<file path="src/rtl/soc_bus_arbiter.sv">
// Two-master stb/ack bus arbiter, one outstanding transaction.
// Optional ack timeout enabled by defining ARB_TIMEOUT_EN.
module soc_bus_arbiter #(
    parameter int ADDR_W         = 32,
    parameter int DATA_W         = 32,
    parameter int FIXED_PRIO     = 0,
    parameter int TIMEOUT_CYCLES = 1024
) (
    input  logic              i_clk,
    input  logic              i_reset_n,
    input  logic              i_m0_stb,
    input  logic              i_m0_we,
    input  logic [ADDR_W-1:0] i_m0_addr,
    input  logic [DATA_W-1:0] i_m0_wdata,
    input  logic [DATA_W/8-1:0] i_m0_wstrb,
    output logic              o_m0_ack,
    output logic [DATA_W-1:0] o_m0_rdata,
    output logic              o_m0_err,
    input  logic              i_m1_stb,
    input  logic              i_m1_we,
    input  logic [ADDR_W-1:0] i_m1_addr,
    input  logic [DATA_W-1:0] i_m1_wdata,
    input  logic [DATA_W/8-1:0] i_m1_wstrb,
    output logic              o_m1_ack,
    output logic [DATA_W-1:0] o_m1_rdata,
    output logic              o_m1_err,
    output logic              o_s_stb,
    output logic              o_s_we,
    output logic [ADDR_W-1:0] o_s_addr,
    output logic [DATA_W-1:0] o_s_wdata,
    output logic [DATA_W/8-1:0] o_s_wstrb,
    input  logic              i_s_ack,
    input  logic [DATA_W-1:0] i_s_rdata,
    output logic              o_bus_err
);

    typedef enum logic {
        IDLE = 1'b0,
        BUSY = 1'b1
    } state_t;

    state_t state_q, state_d;
    logic   grant_q, grant_d;
    logic   last_q,  last_d;
    logic   stb_q,   stb_d;
    logic   busy;
    logic   done;
    logic   tmo_fire;
    logic   bus_err_q;

    assign busy = (state_q == BUSY);
    assign done = busy && (i_s_ack || tmo_fire);

`ifdef ARB_TIMEOUT_EN
    localparam int CNT_W = $clog2(TIMEOUT_CYCLES) + 1;
    localparam logic [CNT_W-1:0] CNT_LAST = CNT_W'(TIMEOUT_CYCLES - 1);

    logic [CNT_W-1:0] cnt_q;

    // A slave ack in the same cycle always beats the timeout.
    assign tmo_fire = busy && !i_s_ack && (cnt_q == CNT_LAST);

    // Count unacknowledged BUSY cycles; held at zero while IDLE.
    always_ff @(posedge i_clk or negedge i_reset_n) begin
        if (!i_reset_n) begin
            cnt_q <= '0;
        end else if (!busy) begin
            cnt_q <= '0;
        end else if (!i_s_ack) begin
            cnt_q <= cnt_q + 1'b1;
        end
    end

    // Sticky timeout flag, cleared only by reset.
    always_ff @(posedge i_clk or negedge i_reset_n) begin
        if (!i_reset_n) begin
            bus_err_q <= 1'b0;
        end else if (tmo_fire) begin
            bus_err_q <= 1'b1;
        end
    end
`else
    assign tmo_fire  = 1'b0;
    assign bus_err_q = 1'b0;
`endif

    // State, grant and slave strobe registers.
    always_ff @(posedge i_clk or negedge i_reset_n) begin
        if (!i_reset_n) begin
            state_q <= IDLE;
            grant_q <= 1'b0;
            last_q  <= 1'b1;
            stb_q   <= 1'b0;
        end else begin
            state_q <= state_d;
            grant_q <= grant_d;
            last_q  <= last_d;
            stb_q   <= stb_d;
        end
    end

    // Arbitrate in IDLE; wait for ack or timeout in BUSY.
    always_comb begin
        state_d = state_q;
        grant_d = grant_q;
        last_d  = last_q;
        stb_d   = stb_q;
        unique case (state_q)
            IDLE: begin
                if (i_m0_stb || i_m1_stb) begin
                    state_d = BUSY;
                    stb_d   = 1'b1;
                    if (i_m0_stb && i_m1_stb) begin
                        grant_d = (FIXED_PRIO != 0) ? 1'b1 : ~last_q;
                    end else begin
                        grant_d = i_m1_stb;
                    end
                end
            end
            BUSY: begin
                if (i_s_ack || tmo_fire) begin
                    state_d = IDLE;
                    stb_d   = 1'b0;
                    last_d  = grant_q;
                end
            end
        endcase
    end

    // Request fields follow the granted master.
    assign o_s_stb   = stb_q;
    assign o_s_we    = grant_q ? i_m1_we    : i_m0_we;
    assign o_s_addr  = grant_q ? i_m1_addr  : i_m0_addr;
    assign o_s_wdata = grant_q ? i_m1_wdata : i_m0_wdata;
    assign o_s_wstrb = grant_q ? i_m1_wstrb : i_m0_wstrb;

    // Completion is combinational with the slave ack.
    assign o_m0_ack = done && !grant_q;
    assign o_m1_ack = done &&  grant_q;
    assign o_m0_err = tmo_fire && !grant_q;
    assign o_m1_err = tmo_fire &&  grant_q;

    assign o_m0_rdata = (busy && !grant_q && !tmo_fire) ? i_s_rdata : '0;
    assign o_m1_rdata = (busy &&  grant_q && !tmo_fire) ? i_s_rdata : '0;

    assign o_bus_err = bus_err_q;

endmodule

</file>
<file path="config.mk">
export PLATFORM = sky130hd
export DESIGN_NAME = soc_bus_arbiter
export DESIGN_NICKNAME = d
export VERILOG_FILES = /design/src/rtl/soc_bus_arbiter.sv
export SDC_FILE = /design/constraint.sdc
export NUM_CORES = 1
export LEC_CHECK = 0
export ABC_CLOCK_PERIOD_IN_PS = 2100
export BUFFER_PORTS_ARGS = -buffer_cell sky130_fd_sc_hd__buf_2
export CAP_MARGIN = 30
export CORE_AREA = 2 2 123 125
export DETAILED_ROUTE_END_ITERATION = 10
export DIE_AREA = 0 0 125 127
export GPL_TIMING_DRIVEN = 0
export PLACE_DENSITY = 0.39
export SLEW_MARGIN = 15
export SYNTH_ARGS = -nofsm -noshare
export SYNTH_HDL_FRONTEND = slang
export SYNTH_SLANG_ARGS = --single-unit
</file>
<file path="constraint.sdc">
create_clock -name i_clk -period 2.1 [get_ports i_clk]
set_clock_uncertainty 0.05 [all_clocks]
set_input_delay 0.21 -clock i_clk [delete_from_list [all_inputs] [get_ports i_clk]]
set_output_delay 0.21 -clock i_clk [all_outputs]
set_load 0.02 [all_outputs]
</file>
== Word level (Yosys, flattened, before mapping) ==
Cells that the tools add are included.
Operators by class
  reduce and logical (&&, ||, !) cells: 11
  div/mod/pow operators: 0
  shift operators: 0
  add/subtract/negate cells: 0
  mux-type cells: 13
  $lt $le $gt $ge: 0
  multipliers: 0
  eq/ne operators: 2
  bitwise gates (word level): 2
Operators with widths (number)
  $mux W32: 4
  $logic_and A1 B1 Y1: 6
  $mux W1: 6
  $reduce_and A2 Y1: 3
  $mux W4: 1
  $ne A2 B2 Y1 const B: 2
  $pmux W1 S2: 2
  $not A1 Y1: 2
  $logic_not A1 Y1: 1
  $logic_or A1 B1 Y1: 1
Storage, ports and cells
  input bits: 175
  memories kept: 0
  output and inout bits: 139
  memory bits (writable): 0
  bits in latches: 0
  memory bits (read-only): 0
  flip-flop bits (word level): 4
  logic and storage cells: 32

== Logic depth before layout (Yosys ltp) ==
Gate-level depths: netlist of run 1.
  depth in word-level cells: 3
  mapped depth: 3
  depth with buffers taken out: 2

== Worst setup path after synthesis of run 1 ==
OpenSTA, ideal clock, no wires.
  kind: register -> output
  from: reg grant_q
  to: out o_s_addr[28]
  slack: 0.735 ns
  required time: 1.840 ns
  stages on the path, launching flop included: 4
  data arrival time: 1.105 ns
  path buffers: 2
  cell sequence: dfrtp_1 > buf_4 > buf_6 > mux2_1
On the way
  word-level cells in the longest chain between the ends: 1
Ends and longest elaborated chain
  start: declaration: RTL line 43  | logic grant_q, grant_d;
  start signal: assignment: RTL line 96  | grant_q <= grant_d;
  $mux W32: RTL line 133  | assign o_s_addr = grant_q ? i_m1_addr : i_m0_addr;
  end: declaration: RTL line 29  | output logic [ADDR_W-1:0] o_s_addr,
Every way passes these cells.

== Worst setup path in the final report of run 1 ==
  from: reg grant_q
  to: out o_s_wdata[19]
On the way
  word-level cells in the longest chain between the ends: 1
Ends and longest elaborated chain
  $mux W32: RTL line 134  | assign o_s_wdata = grant_q ? i_m1_wdata : i_m0_wdata;
  end: declaration: RTL line 30  | output logic [DATA_W-1:0] o_s_wdata,
Every way passes these cells.

==> results.cfg, run 1 <==
[floorplan]
start_util_pct = 10.4
die_area_um2 = 15900
io_pins = 314
die_x_um = 125
coreArea_um2 = 14400
die_height_um = 127
row_count = 44

[timing]
slew-limit-headroom_pct = 65.2
max_freq_mhz = 514
grt_setup_unrepaired = false
finalHoldWorstSlack_ns = 0.175
slew_viol_final = 0
period_share_pct = 92.6
post-route-min-period_ns = 1.94
tightest_slew_ns = 0.523
finalSetupViolations = 0
finalHoldViolations = 0
tns_ns = 0

[cells_and_area]
antenna_cells = 0
drive_gt1_share_pct = 74.2
utilization_pct = 23.4
syn_to_final_growth_pct = 126
multi_input_area_um2 = 1260
fin_nets = 665
n_fill_cell = 1593
register_area_um2 = 101

[clock_tree]
htree_levels = 1
clock-sinks = 4
cts_root_buf = clkbuf_16
cts.clk_slew.worst_paths_ns = 0.03
cts_tree = yes
clock_latency_ns = 0.23
clock_path_buffers = 2
cts_buffers = 3

[yosys]
netlist_area_um2 = 1500
synth_seq_cells = 4
synth-warning-count = 0
ys_types = 20
synthCells = 172
synth_seq_area_share_pct = 6.78
post_synth.cell_area_avg_um2 = 8.69

[worst_hold_path]
hold_path_end = o_s_stb
hp-class = input port to flip-flop
min_path_cells = 2
min-delay-start = i_s_ack

[setup_path]
r2r_end = grant_q
path_max_fanout = 10
arrival_ns = 1.68
critPathKind = flip-flop to output port
required_ns = 1.84
reg2reg_depth = 3
startpoint_type = flip-flop
r2r_slack_ns = 0.78
setup.worst_path.end_class = output port
crit-reg2reg-launch = grant_q

[job]
drv_cap = 0

[global_route]
antenna_found_initial = 0
grt.total_usage_pct = 9.68
grt_max_degree = 11
overflow = 0
first_global_vias = 2577
grt_pass1_wl_um = 12700

[route]
detail-route-antenna-nets = 0
viasPerCell = 3.79
drtIter0Drc = 25
wl_um = 8630
drtPass1Iterations = 4
vias = 2549
wl_per_cell_um = 12.8
drcViolationCount = 0

[placement]
place_congestion = 0.775
hpwl_um = 7650
io_buffers = 310

[status]
status = complete, no violations

[power]
p_per_area_nw_per_um2 = 685
finalPower_uw = 2310
ir_drop_v = 0.000306
leakagePower_uw = 0.00206
==> cells by family after synthesis <==
kind of cell	share of synthesized area, %
AOI/OAI and AO/OA	2.18
buffers and inverters	9.37
DFF	6.78
muxes	52.0
other	0.251
and+or+nand+nor	29.5
==> layer usage <==
layer,part of all wire [%],track usage [%]
met4,0.81,2.03
met1,37,10.6
met2,53,19.4
met3,9.2,1.76
met5,0,0
==> state kept, by name, indices dropped and copies added, names as in the netlist <==
signal   flops
grant_q      1
o_s_stb      1
last_q       1
busy         1
==> layout by cell type (no fill, tap or decap) <==
cell and instances:
buf_2 317, mux2_1 37, and3_1 33, and2_1 33, mux2_2 32, clkbuf_1 5
buf_4 4, buf_6 4, conb_1 3, dfrtp_1 3, clkbuf_16 3, nand2_1 2
inv_1 2, nor2b_2 1, clkbuf_2 1, buf_1 1, o31a_1 1, nand2b_1 1
a32o_1 1, a21o_1 1, nor3_1 1, o22ai_1 1, dlygate4sd3_1 1, dfstp_2 1
==> power breakdown <==
group | leakage [µW] | internal [µW] | switching (µW)
Combinational | 0.00198 | 793 | 1090
Sequential | 0.0000448 | 97.3 | 19.0
Clock | 0.0000382 | 251 | 60.1
Total | 0.00206 | 1140 | 1170
==> repair_timing <==
action	CTS	global route
setup buffers	0	0
hold buffers	1	0
pin swaps	0	0
hold endpoints to repair	4	0
resized for setup	1	1
setup endpoints to repair	10	1
==> cell type report <==
class / count / area share, %
clock buffer: 4 / 2.34
inverter: 2 / 0.222
sequential: 4 / 3.00
multi-input combinational: 147 / 37.4
timing repair buffer: 311 / 46.3
tap: 184 / 6.82
buffer: 21 / 3.97
==> critical path, stage by stage, from the launching register on <==
cell and delay [ns]:
dfrtp_1 0.48, buf_4 0.28, buf_6 0.18, mux2_1 0.35, buf_2 0.17
==> per-stage QoR <==
step / area (µm²) / instances / setup slack (ns)
6_report: 3370 / 673 / 0.156
2_1_floorplan: 1500 / 174 / 0.735
4_1_cts: 3370 / 673 / 0.0847
3_3_place_gp: 3280 / 668 / 0.202
5_1_grt: 3370 / 673 / 0.0139
3_5_place_dp: 3280 / 668 / 0.132
==> synth_stat cells <==
cell / instances / share of area, %
o22ai_1: 1 / 0.42
clkbuf_1: 6 / 1.5
nand2b_1: 1 / 0.42
o31a_1: 1 / 0.59
conb_1: 1 / 0.25
a32o_1: 1 / 0.67
inv_1: 2 / 0.50
a21o_1: 1 / 0.50
mux2_1: 37 / 28
dfstp_2: 1 / 1.8
buf_4: 4 / 2.0
buf_2: 7 / 2.3
buf_6: 4 / 3.0
nor2b_2: 1 / 0.59
nor3_1: 1 / 0.33
nand2_1: 2 / 0.50
mux2_2: 32 / 24
and2_1: 33 / 14
and3_1: 33 / 14
dfrtp_1: 3 / 5.0
==> worst max path at each step <==
| stage | from | endpoint | cells past startpoint |
|---|---|---|---|
| global placement | grant_q | o_m0_rdata[27] | 4 |
| detailed placement | grant_q | o_m0_rdata[30] | 4 |
| CTS | grant_q | o_s_wdata[9] | 4 |
| floorplan | grant_q | o_s_addr[28] | 3 |
| finish | grant_q | o_s_wdata[19] | 4 |
| global route | grant_q | o_m0_rdata[11] | 4 |
(Power assumes the default switching activity.)
==> run 2, diff against run 1 <==
- ABC_CLOCK_PERIOD_IN_PS: 2100 -> unset
- BUFFER_PORTS_ARGS: -buffer_cell sky130_fd_sc_hd__buf_2 -> unset
- CELL_PAD_IN_SITES_DETAIL_PLACEMENT: unset -> 1
- CELL_PAD_IN_SITES_GLOBAL_PLACEMENT: unset -> 1
- CORE_AREA: 2 2 123 125 -> 2 2 120 122
- DIE_AREA: 0 0 125 127 -> 0 0 122 124
- DONT_BUFFER_PORTS: unset -> 1
- PLACE_DENSITY: 0.39 -> 0.31
==> results.cfg, run 2 (same netlist as run 1, synthesis figures left out) <==
[worst_hold_path]
hp-class = input port to flip-flop
min-delay-start = i_s_ack
hold_path_end = o_s_stb
min_path_cells = 1

[route]
wl_met1_um = 2640
drtPass1Iterations = 4
wl_per_cell_um = 20.2
wl_um = 7240
viasPerCell = 3.95
vias = 1418
top_layer = met4
drtIter0Drc = 17
wl_met2_um = 3790
wl_met3_um = 778
detail-route-antenna-nets = 0
drcViolationCount = 0

[cells_and_area]
instances_no_fill = 359
final_cell_mix = 37 x mux2_1, 33 x and3_1, 33 x and2_1
final_common_cell = mux2_1
fin_nets = 355
register_area_um2 = 101
n_fill_cell = 1630
multi_input_area_um2 = 1270
drive_gt1_share_pct = 29.6
antenna_cells = 0
syn_to_final_growth_pct = 21.9

[timing]
tns_ns = 0
max_freq_mhz = 518
slew_viol_final = 0
finalHoldViolations = 0
finalSetupViolations = 0
tightest_slew_ns = 0.529
slew-limit-headroom_pct = 64.7
grt_setup_unrepaired = false
post-route-min-period_ns = 1.93
period_share_pct = 91.9
finalHoldWorstSlack_ns = 0.0580
setup_ws_ns = 0.171

[global_route]
overflow = 0
first_global_vias = 1442
grt_pass1_wl_um = 9050
grt.total_usage_pct = 8.08
antenna_found_initial = 0
grt_max_degree = 11

[setup_path]
crit-reg2reg-launch = grant_q
setup.worst_path.end_class = output port
r2r_slack_ns = 0.77
path_max_fanout = 10
path_cells = nor2b_4, clkbuf_1, and2_1
arrival_ns = 1.67
r2r_end = last_q
cp_slowest_cell = dfrtp_1
required_ns = 1.84
critPathKind = flip-flop to output port
cp_slowest_stage_delay_ns = 0.44
reg2reg_depth = 3
startpoint_type = flip-flop

[placement]
dp_cells = 354
place_congestion = 0.828
hpwl_um = 6380
io_buffers = 0
pre_cts_ws_ns = 0.143

[power]
p_per_area_nw_per_um2 = 1010
ir_drop_v = 0.000227
finalPower_uw = 1840
leakagePower_uw = 0.000769

[clock_tree]
clock_latency_ns = 0.22
clock_path_buffers = 2
htree_levels = 1
clock-sinks = 4
cts.clk_slew.worst_paths_ns = 0.03
cts_root_buf = clkbuf_16
cts_tree = yes
postCtsSetupRepairBufs = 0
cts_buffers = 3

[floorplan]
die_height_um = 124
start_util_pct = 10.9
row_count = 43
die_area_um2 = 15100
die_x_um = 122
coreArea_um2 = 13700
io_pins = 314

[job]
drv_cap = 0

[status]
status = complete, no violations
-- run 2: cell count changes in the layout (fill, tap and decap cells not counted), sizes merged --
cell | before | now
clkbuf | 9 | 10
buf | 326 | 15
-- run 2: stage by stage --
step                      cell area (µm²)  utilization [%]
after global placement               1730             12.6
after global routing                 1820             13.3
final                                1820             13.3
after detailed placement             1730             12.6
after floorplan                      1500                -
after CTS                            1820             13.3
-- run 2: layer usage --
| layer | global-route usage, % | vias up |
|---|---|---|
| met5 | 0 | - |
| li1 | - | 615 |
| met3 | 1.74 | 2 |
| met1 | 10.1 | 658 |
| met4 | 1.51 | 0 |
| met2 | 14.3 | 143 |
-- run 2: how the worst max path moves through the flow --
stage	start	end	slack, ns	depth (start not counted)
floorplan	grant_q	o_s_addr[28]	0.74	3
global placement	grant_q	o_m0_rdata[28]	0.20	3
detailed placement	grant_q	o_m0_rdata[28]	0.14	3
CTS	grant_q	o_m0_rdata[15]	0.09	3
global route	grant_q	o_m0_rdata[15]	0.02	3
finish	grant_q	o_m0_rdata[15]	0.17	3
-- run 2: layout make-up --
cell class / count / share of cell area [%]
Buffer: 21 / 7.34
Clock buffer: 4 / 4.32
Inverter: 2 / 0.412
Multi-Input combinational cell: 147 / 69.5
Sequential cell: 4 / 5.56
Tap cell: 180 / 12.4
Timing Repair Buffer: 1 / 0.549
-- run 2: power by group --
part           switching [µW]  total [µW]  internal, µW
Combinational             980        1410           431
Sequential               23.1         120          97.3
Clock                    53.3         304           251
-- run 2: timing repair --
action	in CTS	in global routing
endpoints found under the hold margin	4	0
hold buffers	1	0
gates resized for setup	2	0
endpoints found under the setup margin	12	0
-- run 2: worst max-delay path, delay by kind of cell (launching register included) --
family	cells	cell delay (ns)
flip-flops	1	0.44
buffers and inverters	1	0.37
AND/OR/NAND/NOR	2	0.63
==> run 3, diff against run 2 <==
- CTS_BUF_LIST: unset -> sky130_fd_sc_hd__clkbuf_16
==> results.cfg, run 3 (same netlist as run 1, synthesis figures left out) <==
[global_route]
first_global_vias = 1442
antenna_found_initial = 0
grt_max_degree = 11
use_met2_pct = 14.3
use_met1_pct = 10.1
grt_use_met3_pct = 1.74
grt.total_usage_pct = 8.08
grt_pass1_wl_um = 9050
overflow = 0
busiest_layer = met2

[timing]
grt_setup_unrepaired = false
finalHoldWorstSlack_ns = 0.0580
slew-limit-headroom_pct = 64.7
period_share_pct = 91.9
tightest_slew_ns = 0.529
post-route-min-period_ns = 1.93
setup_ws_ns = 0.170
tns_ns = 0
finalHoldViolations = 0
slew_viol_final = 0
finalSetupViolations = 0
max_freq_mhz = 518

[placement]
pre_cts_ws_ns = 0.143
io_buffers = 0
place_congestion = 0.828
hpwl_um = 6380

[floorplan]
die_area_um2 = 15100
row_count = 43
start_util_pct = 10.9
coreArea_um2 = 13700
die_x_um = 122
die_height_um = 124
io_pins = 314

[status]
status = complete, no violations

[cells_and_area]
drive_gt1_share_pct = 29.6
final_cell_mix = 37 x mux2_1, 33 x and3_1, 33 x and2_1
final_common_cell = mux2_1
n_fill_cell = 1630
fin_nets = 355
syn_to_final_growth_pct = 21.9
antenna_cells = 0

[clock_tree]
clock_latency_ns = 0.23
clock-sinks = 4
cts_tree = yes
cts.clk_slew.worst_paths_ns = 0.03
htree_levels = 1
clock_path_buffers = 2
cts_root_buf = clkbuf_16
cts_buffers = 3

[setup_path]
setup.worst_path.end_class = output port
required_ns = 1.84
path_cells = nor2b_4, clkbuf_1, and2_1
cp_slowest_cell = dfrtp_1
critPathKind = flip-flop to output port
startpoint_type = flip-flop
arrival_ns = 1.67
cp_slowest_stage_delay_ns = 0.44
path_max_fanout = 10

[route]
vias = 1418
drtIter0Drc = 17
wl_per_cell_um = 20.2
viasPerCell = 3.95
detail-route-antenna-nets = 0
drcViolationCount = 0
wl_um = 7240
drtPass1Iterations = 4

[worst_hold_path]
hp-class = input port to flip-flop

[power]
leakagePower_uw = 0.000773
finalPower_uw = 1830
p_per_area_nw_per_um2 = 1000
ir_drop_v = 0.000222

[job]
drv_cap = 0
[run 3: cell count changes in the layout (fill, tap and decap cells not counted)]
| cell | before | now |
|---|---|---|
| clkbuf_1 | 6 | 5 |
| inv_1 | 2 | 3 |
[run 3: timing repair]
action,CTS,global route
endpoints found under the setup margin,13,0
hold buffers,1,0
gates resized for setup,2,0
hold endpoints to repair,4,0
buffers inserted,0,0
[run 3: layout make-up]
cell class / count / area (µm²) / share of cell area (%)
buffer: 21 / 134 / 7.34
clock buffer: 3 / 75.1 / 4.12
clock inverter: 1 / 3.75 / 0.206
inverter: 2 / 7.51 / 0.412
multi-input combinational: 147 / 1270 / 69.5
sequential: 4 / 101 / 5.56
tap: 180 / 225 / 12.4
timing repair buffer: 1 / 10.0 / 0.549
[run 3: path summary, 6_finish.rpt]
check,from,to,slack [ns],cells after the start
hold / removal,i_s_ack,o_s_stb,0.06,1
setup / recovery,grant_q,o_m0_rdata[15],0.17,3
setup reg to reg,grant_q,last_q,0.77,3
hold reg to reg,last_q,last_q,0.46,1
min in group asynchronous,i_reset_n,grant_q,0.21,1
max in group asynchronous,i_reset_n,last_q,1.54,1
[run 3: routing by layer]
metal / part of all wire, % / vias to the layer above
li1: - / 615
met1: 36 / 658
met2: 52 / 143
met3: 11 / 2
met4: 0.37 / 0
met5: 0 / -
[run 3: worst max-delay path, delay by kind of cell (launching register included)]
kind / cells / cell delay [ns]
buf+inv: 1 / 0.37
simple gates: 2 / 0.63
flops: 1 / 0.44
[run 3: through the flow]
stage,util (%),area [µm²],instances
detailed placement,12.6,1730,354
floorplan,-,1500,174
global route,13.3,1820,359
global placement,12.6,1730,354
CTS,13.3,1820,359
finish,13.3,1820,359
[run 3: where the power goes]
part	switching (µW)	leakage, µW	internal, µW	total [µW]
sequential	23.1	0.0000448	97.3	120
clock	53.7	0.0000423	246	299
combinational	980	0.000686	431	1410
total	1060	0.000773	774	1830
